--- src/rtl/des_round_ctrl.sv ---
// DES round sequencer: load, per-round key rotate + f-function wait, L/R update, result handshake.
// Optional abort input is present only when DES_ROUND_CTRL_ABORT_EN is defined.
module des_round_ctrl #(
  parameter int unsigned SBOX_LAT = 1
) (
  input  logic       clk,
  input  logic       reset,
  input  logic       start,
  input  logic       decrypt,
`ifdef DES_ROUND_CTRL_ABORT_EN
  input  logic       abort,
`endif
  output logic       busy,
  output logic       load,
  output logic       shift_en,
  output logic [1:0] key_shift,
  output logic       key_dir,
  output logic       rnd_upd,
  output logic [3:0] round,
  output logic       out_valid,
  input  logic       out_ack
);

  typedef enum logic [2:0] {IDLE, LOAD, FCALC, UPDATE, DONE} state_t;

  localparam logic [1:0] WAIT_LAST = 2'(SBOX_LAT - 1);

  state_t     state_q, state_d;
  logic [3:0] round_q, round_d;
  logic [1:0] wait_q, wait_d;
  logic       key_dir_q, key_dir_d;
  logic       busy_q, busy_d;
  logic       load_q, load_d;
  logic       shift_en_q, shift_en_d;
  logic       rnd_upd_q, rnd_upd_d;
  logic       out_valid_q, out_valid_d;

  always_comb begin
    state_d   = state_q;
    round_d   = round_q;
    wait_d    = wait_q;
    key_dir_d = key_dir_q;
    case (state_q)
      IDLE: begin
        if (start) begin
          state_d   = LOAD;
          key_dir_d = decrypt;
          round_d   = '0;
        end
      end
      LOAD: begin
        state_d = FCALC;
        wait_d  = '0;
      end
      FCALC: begin
        if (wait_q == WAIT_LAST) state_d = UPDATE;
        else                     wait_d  = wait_q + 2'd1;
      end
      UPDATE: begin
        if (round_q == 4'd15) begin
          state_d = DONE;
        end else begin
          state_d = FCALC;
          round_d = round_q + 4'd1;
          wait_d  = '0;
        end
      end
      DONE: begin
        // Ack only counts once the result is visible to the consumer.
        if (out_ack && out_valid_q) state_d = IDLE;
      end
      default: state_d = IDLE;
    endcase
`ifdef DES_ROUND_CTRL_ABORT_EN
    if (abort && (state_q inside {LOAD, FCALC, UPDATE})) begin
      state_d = IDLE;
      round_d = '0;
    end
`endif
    // Outputs registered from the next state so they align with the state register;
    // out_valid lags DONE entry by one cycle to give the result register time to settle.
    busy_d      = state_d inside {LOAD, FCALC, UPDATE};
    load_d      = (state_d == LOAD);
    shift_en_d  = (state_d == FCALC) && (state_q != FCALC);
    rnd_upd_d   = (state_d == UPDATE);
    out_valid_d = (state_q == DONE) && (state_d == DONE);
  end

  always_ff @(posedge clk) begin
    if (!reset) begin
      state_q     <= IDLE;
      round_q     <= '0;
      wait_q      <= '0;
      key_dir_q   <= 1'b0;
      busy_q      <= 1'b0;
      load_q      <= 1'b0;
      shift_en_q  <= 1'b0;
      rnd_upd_q   <= 1'b0;
      out_valid_q <= 1'b0;
    end else begin
      state_q     <= state_d;
      round_q     <= round_d;
      wait_q      <= wait_d;
      key_dir_q   <= key_dir_d;
      busy_q      <= busy_d;
      load_q      <= load_d;
      shift_en_q  <= shift_en_d;
      rnd_upd_q   <= rnd_upd_d;
      out_valid_q <= out_valid_d;
    end
  end

  // Rotate schedule; decrypt skips the round-0 rotate and rotates right.
  always_comb begin
    key_shift = '0;
    if (busy_q) begin
      case (round_q)
        4'd0:                key_shift = key_dir_q ? 2'd0 : 2'd1;
        4'd1, 4'd8, 4'd15:   key_shift = 2'd1;
        default:             key_shift = 2'd2;
      endcase
    end
  end

  assign busy      = busy_q;
  assign load      = load_q;
  assign shift_en  = shift_en_q;
  assign key_dir   = key_dir_q;
  assign rnd_upd   = rnd_upd_q;
  assign round     = round_q;
  assign out_valid = out_valid_q;

endmodule
--- config.mk ---
export PLATFORM = sky130hd
export DESIGN_NAME = des_round_ctrl
export DESIGN_NICKNAME = d
export VERILOG_FILES = /design/src/rtl/des_round_ctrl.sv
export SDC_FILE = /design/constraint.sdc
export NUM_CORES = 1
export LEC_CHECK = 0
export CORE_ASPECT_RATIO = 0.9
export CORE_UTILIZATION = 52
export CTS_CLUSTER_DIAMETER = 80
export DETAILED_ROUTE_END_ITERATION = 7
export PLACE_DENSITY = 0.83
export SLEW_MARGIN = 0
export SYNTH_ARGS = -nofsm -noshare
export SYNTH_HDL_FRONTEND = slang
export SYNTH_SLANG_ARGS = --single-unit
--- constraint.sdc ---
create_clock -name clk -period 2.7 [get_ports clk]
set_clock_uncertainty 0.2 [all_clocks]
set_input_delay 0.54 -clock clk [delete_from_list [all_inputs] [get_ports clk]]
set_output_delay 0.54 -clock clk [all_outputs]
set_load 0.1 [all_outputs]
==> impl_metrics.env <==
export IMPL_relSlewSlack=0.706
export IMPL_total_power_mw=0.479
export IMPL_post_route_period_util=0.850
export IMPL_grt_pass1_vias=584
export IMPL_area_delta_synth_final_pct=21.9
export IMPL_cp_required_ps=1960
export IMPL_outcome="completed"
export IMPL_layout_nets=111
export IMPL_wirelength_um=1530
export IMPL_synthDistinctLibCells=35
export IMPL_drt_pass1_iterations=4
export IMPL_cts_buffer_depth=2
export IMPL_cts_buffers=3
export IMPL_final_common_cell="dfxtp_1"
export IMPL_rsz0062_at_grt="no"
export IMPL_place_area_um2=942
export IMPL_pwr_share_seq=0.503
export IMPL_cp_max_fo=7
export IMPL_worstHoldEndpoint="wait_q[0]$_SDFFE_PN0P_"
export IMPL_yosys_register_bits=15
export IMPL_num_io_pins=17
export IMPL_crit_arrival_ps=1560
export IMPL_crit_buf_inv=2
export IMPL_seq_area_frac_synth=0.378
export IMPL_worstReg2RegStart="round[0]$_SDFFE_PN0P_"
export IMPL_grt_max_degree=14
export IMPL_path_clk_slew_ps=80
export IMPL_cp_start_kind="flip-flop"
export IMPL_fin_area_um2=968
export IMPL_fp_dieH_um=39.1
export IMPL_slowest_delay_ps=400
export IMPL_crit_type="reg -> out"
export IMPL_syn_area_per_cell_um2=9.35
export IMPL_stdcell_count=116
export IMPL_p_leak_nw=0.395
export IMPL_irDropWorstVdd_uv=360
export IMPL_placed_cells=112
export IMPL_r2r_setup_slack_ps=970
export IMPL_finalSetupViolations=0
export IMPL_ant_nets=0
export IMPL_gp_congestion=0.780
export IMPL_worst_slew_pin_slew_ps=435
export IMPL_cts_sinks=15
export IMPL_vias_per_cell=5.78
export IMPL_cts_tree="built"
export IMPL_syn_area_um2=795
export IMPL_h_tree_depth=1
export IMPL_antenna_found_initial=0
export IMPL_die_area_um2=1690
export IMPL_rows=13
export IMPL_p_switching_mw=0.155
export IMPL_layout_drive_gt1_share=0.257
export IMPL_combPwrFrac=0.241
export IMPL_post_route_drc_count=0
export IMPL_final_cell_mix="12 x dfxtp_1, 10 x buf_4, 8 x inv_1, 5 x nor2_1"
export IMPL_pwr_share_clk=0.256
export IMPL_cts_hold_buf=0
export IMPL_vias=670
export IMPL_core_area_um2=1430
export IMPL_power_density_nw_per_um2=495
export IMPL_grt_use_total=0.214
export IMPL_hp_class="reg -> reg"
export IMPL_netlist_instances=85
export IMPL_power_share_switching=0.324
export IMPL_slew_viol_final=0
export IMPL_min_delay_start="wait_q[0]$_SDFFE_PN0P_"
export IMPL_post_route_min_period_ps=2300
export IMPL_hold_viol=0
export IMPL_die_w_um=43.2
export IMPL_path_cells="inv_1, ha_1, mux2i_1, nor2_1, o21a_2, buf_12"
export IMPL_port_buffers=16
export IMPL_crit_path_top_delay_cell="dfxtp_2"
export IMPL_diodes=0
export IMPL_grt_overflow=0
export IMPL_p_int_mw=0.324
export IMPL_clk_latency_ps=270
export IMPL_cts_setup_buffers=0
export IMPL_cp_top_family="flip-flops"
export IMPL_start_util=0.555
export IMPL_final_setup_tns_ps=0
export IMPL_ys_warnings_count=0
export IMPL_crit_path_end_kind="output pin"
export IMPL_hpwl_um=1160
export IMPL_drtIter0Drc=23
export IMPL_reg2reg_depth=4
export IMPL_wire_per_inst_um=13.2
export IMPL_root_buffer="clkbuf_4"
export IMPL_hold_depth=2
export IMPL_rr_endpoint="state_q[1]$_SDFF_PN0_"
export IMPL_grt_pass1_wl_um=2600
export IMPL_post_cts_resized=0
export IMPL_clock_fmax_mhz=436
export IMPL_syn_nets=94
export IMPL_drv_cap=0
export IMPL_final_util=0.677
## power by group through the flow
| stage | registers [mW] | clock network, mW | logic (mW) |
|---|---|---|---|
| 5_1_grt | 0.243 | 0.138 | 0.121 |
| 3_5_place_dp | 0.246 | 0 | 0.116 |
| 2_1_floorplan | 0.281 | 0 | 0.0533 |
| 3_3_place_gp | 0.246 | 0 | 0.115 |
| 6_report | 0.241 | 0.123 | 0.115 |
| 4_1_cts | 0.241 | 0.130 | 0.116 |
## sequential cells by signal, indices dropped and copies added, names as in the netlist
name       cells
shift_en       1
out_valid      1
load           1
rnd_upd        1
round          4
wait_q         2
key_dir        1
state_q        3
busy           1
## synthesized netlist by cell type (all sizes together)
master,number,area (um^2)
inv,9,33.8
nor4b,1,8.76
nor3,2,10.0
o21ai,1,5.00
a22oi,1,7.51
o211a,1,10.0
and4,1,8.76
mux2i,4,40.0
a21oi,4,20.0
o2111ai,2,17.5
nand2b,2,12.5
a41oi,1,8.76
nand3b,1,7.51
and2,2,15.0
nand2,4,15.0
or3,2,12.5
nand3,4,20.0
o31ai,3,22.5
ha,4,50.1
a2111oi,2,36.3
a211oi,2,15.0
nor2b,2,12.5
buf,4,31.3
or4,1,11.3
or4b,1,13.8
dfxtp,15,300
o21a,1,7.51
and3,2,13.8
a211o,1,8.76
nor2,5,18.8
## cell type report
cell class,instances,area (um^2)
multi-input combinational,57,430
sequential,15,304
timing repair buffer,16,155
clock buffer,4,26.3
fill,124,463
inverter,9,33.8
tap,15,18.8
## routing by layer
| metal | GRT usage | wire [um] | up-vias |
|---|---|---|---|
| li1 | - | - | 341 |
| met1 | 0.263 | 703 | 307 |
| met2 | 0.343 | 721 | 18 |
| met3 | 0.0748 | 82 | 4 |
| met4 | 0.0833 | 25 | 0 |
| met5 | 0 | 0 | - |
## through the flow
step | hold slack, ps | worst slack (ps)
floorplan | 285 | 38.4
global placement | 309 | 378
detailed placement | 317 | 337
CTS | 331 | 400
global route | 351 | 306
finish | 327 | 405
## worst max-delay path by stage
stage	from	end	slack, ps	cells past startpoint
global route	round[0]$_SDFFE_PN0P_	key_shift[0]	310	6
global placement	reset	rnd_upd$_SDFF_PN0_	380	4
finish	round[0]$_SDFFE_PN0P_	key_shift[0]	400	6
floorplan	round[2]$_SDFFE_PN0P_	key_shift[1]	40	2
CTS	round[0]$_SDFFE_PN0P_	key_shift[0]	400	6
detailed placement	reset	rnd_upd$_SDFF_PN0_	340	4
## worst register-to-register path, cell delays in order (launching register included)
cell      delay [ps]
dfxtp_2          400
ha_1             250
and4_1           400
a211oi_1         150
and2_2           220
## logic make-up (layout without fill, tap and decap cells)
| family | Yosys count | after routing | share of synthesized area |
|---|---|---|---|
| mux | 4 | 4 | 0.0504 |
| flops | 15 | 15 | 0.378 |
| fa+ha+maj | 4 | 4 | 0.0630 |
| buf+inv | 13 | 29 | 0.0819 |
| simple gates | 30 | 30 | 0.227 |
| compound gates | 19 | 19 | 0.200 |
No activity file was read; power rests on OpenSTA's default activity.
